==> config.mk <==
export PLATFORM = sky130hd
export DESIGN_NAME = adc_spi_reader
export DESIGN_NICKNAME = d
export VERILOG_FILES = /design/src/rtl/adc_pkg.sv /design/src/rtl/adc_sck_gen.sv /design/src/rtl/adc_spi_reader.sv
export SDC_FILE = /design/constraint.sdc
export NUM_CORES = 1
export LEC_CHECK = 0
export BUFFER_PORTS_ARGS = -buffer_cell sky130_fd_sc_hd__buf_2
export CORE_UTILIZATION = 30
export DETAILED_ROUTE_END_ITERATION = 10
export PLACE_DENSITY = 0.46
export RECOVER_POWER = 25
export SLEW_MARGIN = 20
export SYNTH_ARGS = -nofsm -noshare
export SYNTH_HDL_FRONTEND = slang
export SYNTH_SLANG_ARGS = --single-unit
==> constraint.sdc <==
create_clock -name clk_100 -period 1.3 [get_ports clk_100]
set_input_delay 0.26 -clock clk_100 [delete_from_list [all_inputs] [get_ports clk_100]]
set_output_delay 0.26 -clock clk_100 [all_outputs]
set_load 0.05 [all_outputs]
==> src/rtl/adc_pkg.sv <==
// Shared definitions for the serial ADC readout path: FSM state encoding,
// default geometry constants and a counter-width helper.
`timescale 1ns/1ps

package adc_pkg;

  localparam int ADC_DATA_W      = 16;
  localparam int ADC_CLK_DIV     = 2;
  localparam int ADC_CONV_CYCLES = 70;

  typedef enum logic [1:0] {
    IDLE,
    CONV,
    SHIFT,
    DONE
  } adc_rd_state_t;

  // Width of a counter that must be able to hold max_val.
  function automatic int cnt_w(input int max_val);
    return $clog2(max_val) + 1;
  endfunction

endpackage

==> src/rtl/adc_sck_gen.sv <==
// Serial clock generator for the ADC readout. While run is high, sck toggles
// every CLK_DIV cycles; rise/fall flag the cycle whose closing edge moves sck
// 0->1 or 1->0. Dropping run clears the divider and parks sck low.
`timescale 1ns/1ps

module adc_sck_gen
  import adc_pkg::*;
#(
  parameter int CLK_DIV = ADC_CLK_DIV
) (
  input  logic clk_100,
  input  logic reset,
  input  logic run,
  output logic sck,
  output logic rise,
  output logic fall
);

  localparam int                DIV_W    = cnt_w(CLK_DIV);
  localparam logic [DIV_W-1:0]  DIV_LAST = DIV_W'(CLK_DIV - 1);

  logic [DIV_W-1:0] div_cnt;
  logic             tick;

  assign tick = run && (div_cnt == DIV_LAST);
  assign rise = tick && !sck;
  assign fall = tick && sck;

  // Divider and sck toggle; held cleared whenever the FSM is not shifting.
  always_ff @(posedge clk_100) begin
    // NOTE: state registers use non-blocking assignments so every flop samples
    // pre-edge values regardless of statement or block ordering.
    if (reset || !run) begin
      div_cnt <= '0;
      sck     <= 1'b0;
    end else if (div_cnt == DIV_LAST) begin
      div_cnt <= '0;
      sck     <= ~sck;
    end else begin
      div_cnt <= div_cnt + DIV_W'(1);
    end
  end

endmodule

==> src/rtl/adc_spi_reader.sv <==
// Serial ADC readout master: holds cs high for the conversion time, clocks
// DATA_W bits in MSB-first on sck rising edges, then presents the sample on
// adc_data with a one-cycle en strobe. Runs back-to-back while start is high;
// dropping start mid-frame abandons the frame without an en pulse.
// Build option ADC_TWOS_COMP_EN: treat the ADC word as offset binary and
// invert the MSB when latching, giving two's-complement adc_data.
`timescale 1ns/1ps

module adc_spi_reader
  import adc_pkg::*;
#(
  parameter int DATA_W      = ADC_DATA_W,
  parameter int CLK_DIV     = ADC_CLK_DIV,
  parameter int CONV_CYCLES = ADC_CONV_CYCLES
) (
  input  logic              clk_100,
  input  logic              reset,
  input  logic              start,
  input  logic              mdi,
  output logic              sck,
  output logic              cs,
  output logic              en,
  output logic [DATA_W-1:0] adc_data,
  output logic              busy
);

  localparam int               CONV_W    = cnt_w(CONV_CYCLES);
  localparam int               BIT_W     = cnt_w(DATA_W);
  localparam logic [CONV_W-1:0] CONV_LAST = CONV_W'(CONV_CYCLES - 1);
  localparam logic [BIT_W-1:0]  BIT_LAST  = BIT_W'(DATA_W);

  adc_rd_state_t     state;
  adc_rd_state_t     state_next;
  logic [CONV_W-1:0] conv_cnt;
  logic [BIT_W-1:0]  bit_cnt;
  logic [DATA_W-1:0] shreg;
  logic [DATA_W-1:0] sample;
  logic              run;
  logic              rise;
  logic              fall;
  logic              conv_last;
  logic              shift_last;

  assign run        = (state == SHIFT) && start;
  assign conv_last  = (conv_cnt == CONV_LAST);
  assign shift_last = fall && (bit_cnt == BIT_LAST);

`ifdef ADC_TWOS_COMP_EN
  localparam logic [DATA_W-1:0] MSB_MASK = {1'b1, {(DATA_W-1){1'b0}}};
  assign sample = shreg ^ MSB_MASK;
`else
  assign sample = shreg;
`endif

  adc_sck_gen #(
    .CLK_DIV (CLK_DIV)
  ) u_sck_gen (
    .clk_100 (clk_100),
    .reset   (reset),
    .run     (run),
    .sck     (sck),
    .rise    (rise),
    .fall    (fall)
  );

  // Next-state decode; start low aborts any frame except one already in DONE.
  always_comb begin
    // NOTE: assigning the default before the case keeps every path driven,
    // so no latch is inferred for state_next.
    state_next = state;
    unique case (state)
      IDLE:    if (start) state_next = CONV;
      CONV:    if (!start) state_next = IDLE;
               else if (conv_last) state_next = SHIFT;
      SHIFT:   if (!start) state_next = IDLE;
               else if (shift_last) state_next = DONE;
      DONE:    state_next = start ? CONV : IDLE;
      default: state_next = IDLE;
    endcase
  end

  // FSM state register.
  always_ff @(posedge clk_100) begin
    if (reset) state <= IDLE;
    else       state <= state_next;
  end

  // Registered cs/busy follow the state being entered; conversion timer.
  always_ff @(posedge clk_100) begin
    if (reset) begin
      cs       <= 1'b0;
      busy     <= 1'b0;
      conv_cnt <= '0;
    end else begin
      cs       <= (state_next == CONV);
      busy     <= (state_next != IDLE);
      conv_cnt <= (state == CONV && state_next == CONV) ? conv_cnt + CONV_W'(1) : '0;
    end
  end

  // Shift mdi in MSB-first on each sck rising edge and count bits.
  always_ff @(posedge clk_100) begin
    if (reset) begin
      bit_cnt <= '0;
      shreg   <= '0;
    end else if (state != SHIFT) begin
      bit_cnt <= '0;
    end else if (rise) begin
      shreg   <= {shreg[DATA_W-2:0], mdi};
      bit_cnt <= bit_cnt + BIT_W'(1);
    end
  end

  // Publish the completed sample with a single-cycle strobe.
  always_ff @(posedge clk_100) begin
    if (reset) begin
      en       <= 1'b0;
      adc_data <= '0;
    end else begin
      en <= (state == DONE);
      if (state == DONE) adc_data <= sample;
    end
  end

endmodule

==> results of run 1 <==
==> how the worst max path moves through the flow <==
stage,slack [ps],to,cells past startpoint,startpoint
after floorplan,10,conv_cnt[2],3,conv_cnt[4]
after global placement,-70,conv_cnt[2],3,conv_cnt[7]
after detailed placement,-100,conv_cnt[4],3,conv_cnt[7]
after CTS,-110,conv_cnt[4],3,conv_cnt[7]
after global routing,-160,conv_cnt[2],3,conv_cnt[7]
final,-90,conv_cnt[4],3,conv_cnt[7]
==> worst min-delay path, stage by stage <==
cell     delay [ps]
buf_2           100
nand3_1          50
a21oi_1          50
==> sequential cells by signal (all words and copies together) (netlist names) <==
| register | flops |
|---|---|
| adc_data | 16 |
| sample | 16 |
| conv_cnt | 8 |
| bit_cnt | 5 |
| state | 2 |
| u_sck_gen.div_cnt | 2 |
| busy | 1 |
| cs | 1 |
| en | 1 |
| u_sck_gen.sck | 1 |
==> layer usage <==
metal / vias to the layer above / track usage, % / part of all wire, %
met5: - / 0 / 0
met4: 0 / 3.70 / 0.93
met1: 819 / 17.9 / 50
met3: 4 / 3.70 / 4.1
met2: 36 / 22.2 / 45
li1: 921 / - / -
==> stage by stage <==
step | cells | utilization [%] | TNS [ps]
2_1_floorplan | 242 | - | 0
3_3_place_gp | 353 | 38.0 | -496
3_5_place_dp | 353 | 38.0 | -795
4_1_cts | 362 | 39.4 | -842
5_1_grt | 362 | 39.3 | -1640
6_report | 362 | 39.3 | -795
==> placed cells by master, fill, tap and decap left out, types with 2 or more instances in the layout <==
master and instances:
a21oi_1 40, buf_12 2, buf_2 23, buf_4 21, clkbuf_1 3, clkbuf_8 5, dfxtp_1 50, dfxtp_2 2
ha_1 4, inv_1 5, nand2_1 36, nand2b_1 3, nand3_1 23, nand3b_1 3, nand4_1 2, nor2_1 8
nor2b_1 3, nor3_1 3, o21ai_0 20, o31ai_2 2, or3_1 3, xnor2_1 2, xor2_1 2
==> report_power, final <==
| part | internal (mW) | total (mW) | switching [mW] |
|---|---|---|---|
| Clock | 0.382 | 0.931 | 0.548 |
| Combinational | 0.0208 | 0.0695 | 0.0486 |
| Sequential | 1.63 | 1.63 | 0.00208 |
| Total | 2.03 | 2.63 | 0.599 |
==> logic make-up after synthesis <==
| group | count (synthesis) | synth area share (%) |
|---|---|---|
| simple gates | 91 | 21.7 |
| xor+xnor | 4 | 1.70 |
| buf+inv | 21 | 4.06 |
| fa+ha+maj | 5 | 3.03 |
| flops | 53 | 51.3 |
| compound gates | 68 | 18.2 |
==> final cells by class <==
type	instances	area (µm²)	share of cell area, %
clock buffers	6	72.6	2.84
clock inverters	2	13.8	0.539
inverters	6	22.5	0.882
multi-input cells	168	948	37.1
flip-flops and latches	53	1070	41.8
well taps	77	96.3	3.77
repair buffers	50	333	13.0
==> what timing repair did <==
| item | in CTS | in global routing |
|---|---|---|
| hold buffers | 0 | 0 |
| endpoints found under the setup margin | 12 | 19 |
| buffers inserted | 1 | 0 |
| gates resized for setup | 0 | 6 |
| pin swaps | 1 | 1 |
==> results.toml, run 1 <==
[sta]
fin_ws_ps = -93.1
min_period_ps = 1390
tightest_slew_ps = 354
grt_setup_unrepaired = "yes"
maxSlewViolCount = 0
finalSetupViolCount = 11
fmax_ghz = 0.718
hold_violations = 0
finClkSkew_ps = 7.85
hold_ws_ps = 200
maxSlewHeadroom_pct = 76.4
fin_crit_sh_pct = 107

[worst_setup_path]
path_cells = "or4b_4, o211ai_4, nor2_1"
r2r_setup_slack_ps = -90
critical_path.top_delay_family = "simple AND/OR/NAND/NOR gates"
start_kind = "register"
arrival_ps = 1590
reg2reg_to = "conv_cnt[4]"
path_max_fanout = 8
critPathMaxStageDelay_ps = 570
critPathBufInv = 0
slowest_stage = "or4b_4"
worstRegToRegCells = 3
worstSetupPathType = "register to register"
crit_required_ps = 1500
r2r_start = "conv_cnt[7]"
cp-end-kind = "register"

[yosys]
synth_seq_area_share_pct = 51.3
ys_ff_latch = 53
async_reset_ff_share_pct = 0
syn_nets = 251
synth-edff-count = 0
avgSynthCellArea_um2 = 8.54
yosysMostFrequentCell = "dfxtp_1"
netlist_area_um2 = 2070
synth_largest_area_cell = "dfxtp_1"
syn_inst = 242
yosysTopAreaCellShare_pct = 51.3
yosysWarningCount = 0
ys_types = 29
yosys-top-cells-count = "dfxtp_1 (53), a21oi_1 (41), nand2_1 (36)"
yosys-top-cells-area = "dfxtp_1 (51%), a21oi_1 (9.9%), nand2_1 (6.5%), nand3_1 (5.6%), o21ai_0 (5.1%)"
synthFlopType = "dfxtp_1"

[die]
start_util_pct = 31.8
coreArea_um2 = 6490
fp.dieArea_um2 = 7230
rows = 29
io_pins = 24
dieWidth_um = 85.0
die_y_um = 85.0

[global_route]
grt_pass1_vias = 1714
grt_pass1_wl_um = 7890
grt_start_max_net_pins = 36
track_usage_pct = 13.7
grt-ovfl-total = 0
antenna_found_initial = 0

[cells_and_area]
drive_above_1_share_pct = 23.9
fill_cells = 667
diodes = 0
post-route-cell-area_um2 = 2550
area_growth_pct = 23.5
fin_nets = 293

[min_path]
min_to = "sample[0]"
hold_depth = 3
hold_class = "primary input to register"
min_from = "mdi"

[placement]
dpl_cell_area_um2 = 2470
gp_congestion = 0.756
dp.final_hpwl_um = 3020
pre_cts_ws_ps = -104
portBuffers = 23

[outcome]
failed_checks = "negative setup slack"
outcome = "finished with violations"

[clock_network]
h-tree-depth = 2
clock_path_buffers = 2
clk_pin_slew_ps = 100
clkSinkCount = 53
cts_root_buffer = "clkbuf_8"
clock_latency_ps = 310
cts_tree = "built"
numCtsBuffers = 5

[drt]
drtPass1Iterations = 4
drc = 0
drtIter0Drc = 73
totalWireLength_um = 4510
wl_per_cell_um = 12.5
via_count = 1780
vias_per_cell = 4.92
ant_nets = 0

[power_and_ir_drop]
power_density_nw_per_um2 = 1030
leakage_nw = 0.914
ir_drop_mv = 0.450
finalPower_mw = 2.63

[run]
drv_cap = 0
(Power assumes the default switching activity.)
==> run 2: changes to the inputs <==
--- a/config.mk
+++ b/config.mk
@@ -9,4 +9,5 @@
 export CORE_UTILIZATION = 30
 export DETAILED_ROUTE_END_ITERATION = 10
+export GPL_TIMING_DRIVEN = 0
 export PLACE_DENSITY = 0.46
 export RECOVER_POWER = 25
==> constraint.sdc (replaced) <==
create_clock -name clk_100 -period 1.3 [get_ports clk_100]
set_input_delay 0.26 -clock clk_100 [delete_from_list [all_inputs] [get_ports clk_100]]
set_output_delay 0.26 -clock clk_100 [all_outputs]
set_load 0.02 [all_outputs]
==> run 2 against run 1 <==
Non-clock buffer count shrank 7. Global-route usage up 0.073 points. Hold slack improved by 27 ps. The run still ends with negative setup slack left. Highest routed layer unchanged.
==> results.toml, run 2 (synthesis results as in run 1) <==
[global_route]
grt_start_max_net_pins = 18
grt_pass1_wl_um = 7880
antenna_found_initial = 0
grt_pass1_vias = 1644
grt-ovfl-total = 0
track_usage_pct = 13.7

[die]
die_y_um = 85.0
fp.dieArea_um2 = 7230
rows = 29
start_util_pct = 31.8
dieWidth_um = 85.0
coreArea_um2 = 6490
io_pins = 24

[drt]
ant_nets = 0
drtIter0Drc = 66
drtPass1Iterations = 5
wl_per_cell_um = 13.1
via_count = 1759
vias_per_cell = 4.95
drc = 0
totalWireLength_um = 4640

[outcome]
failed_checks = "negative setup slack"
outcome = "finished with violations"

[worst_setup_path]
worstRegToRegCells = 3
r2r_start = "conv_cnt[4]"
path_max_fanout = 8
arrival_ps = 1580
start_kind = "register"
critPathMaxStageDelay_ps = 560
reg2reg_to = "conv_cnt[2]"
critPathBufInv = 0
slowest_stage = "or4b_4"
r2r_setup_slack_ps = -90
critical_path.top_delay_family = "simple AND/OR/NAND/NOR gates"
crit_required_ps = 1490
path_cells = "or4b_4, o211ai_4, nor2_1"
worstSetupPathType = "register to register"
crit_cells = 3
cp-end-kind = "register"

[cells_and_area]
final_cell_count_no_fill = 355
diodes = 0
final_common_cell = "dfxtp_1"
postLayoutCoreUtil_pct = 39.4
area_growth_pct = 23.9
drive_above_1_share_pct = 24.5
fin_nets = 286
final_cell_mix = "dfxtp_1 (45), a21oi_1 (39), nand2_1 (35)"

[sta]
fin_ws_ps = -94.7
hold_ws_ps = 227
fin_crit_sh_pct = 107
finClkSkew_ps = 4.42
grt_setup_unrepaired = "yes"
min_period_ps = 1390
tightest_slew_ps = 499
finalSetupViolCount = 12
tns_ps = -802
maxSlewHeadroom_pct = 66.7
maxSlewViolCount = 0
fmax_ghz = 0.717
hold_violations = 0

[clock_network]
clkSinkCount = 53
clk_pin_slew_ps = 90
cts_root_buffer = "clkbuf_8"
clock_path_buffers = 2
cts_tree = "built"
numCtsBuffers = 5
h-tree-depth = 2
clock_latency_ps = 300

[min_path]
min_to = "sample[0]"
min_from = "mdi"
hold_class = "primary input to register"
hold_depth = 3

[power_and_ir_drop]
power_density_nw_per_um2 = 1110
leakage_nw = 0.855
ir_drop_mv = 0.464

[placement]
dp.final_hpwl_um = 3000
pre_cts_ws_ps = -216
gp_congestion = 0.718
dp.cells = 341
portBuffers = 22

[run]
drv_cap = 0
[run 2: worst max path at each step]
| stage | startpoint | slack (ps) | to |
|---|---|---|---|
| global placement | u_sck_gen.div_cnt[1] | -220 | sample[10] |
| floorplan | u_sck_gen.div_cnt[1] | -20 | bit_cnt[3] |
| detailed placement | u_sck_gen.div_cnt[1] | -220 | sample[9] |
| CTS | conv_cnt[4] | -120 | conv_cnt[1] |
| finish | conv_cnt[4] | -90 | conv_cnt[2] |
| global route | conv_cnt[4] | -150 | conv_cnt[7] |
[run 2: per-layer routing]
metal | global-route usage (%) | part of all wire (%) | up-vias
met5 | 0 | 0 | -
met4 | 4.62 | 0.99 | 0
met3 | 2.63 | 3.2 | 4
met2 | 21.3 | 43 | 26
met1 | 19.1 | 52 | 821
li1 | - | - | 908
[run 2: timing repair]
action / 4_1_cts / 5_1_grt
pin swaps: 7 / 11
hold buffers: 0 / 0
gates resized for setup: 15 / 51
setup buffers: 5 / 2
gates cloned: 0 / 2
endpoints found under the setup margin: 41 / 48
[run 2: final cells by class]
class	count	area [µm²]
Buffer	12	77.6
Clock buffer	7	86.3
Clock inverter	1	30.0
Fill cell	690	3940
Inverter	6	22.5
Multi-Input combinational cell	168	1000
Sequential cell	53	1070
Tap cell	77	96.3
Timing Repair Buffer	31	175
[run 2: where the power goes]
group / switching [mW] / internal (mW)
clock network: 0.528 / 0.629
registers: 0.00483 / 1.63
logic: 0.0371 / 0.0128
[run 2: worst min-delay path, delay by kind of cell]
| family | cells | cell delay [ps] |
|---|---|---|
| AND/OR/NAND/NOR | 1 | 60 |
| buffers and inverters | 1 | 100 |
| AO/OA/AOI/OAI | 1 | 50 |
[run 2: through the flow]
step	cell area (µm²)	power, mW
4_1_cts	2460	2.89
2_1_floorplan	2080	1.70
3_5_place_dp	2290	1.72
6_report	2560	2.84
5_1_grt	2560	2.96
3_3_place_gp	2290	1.72
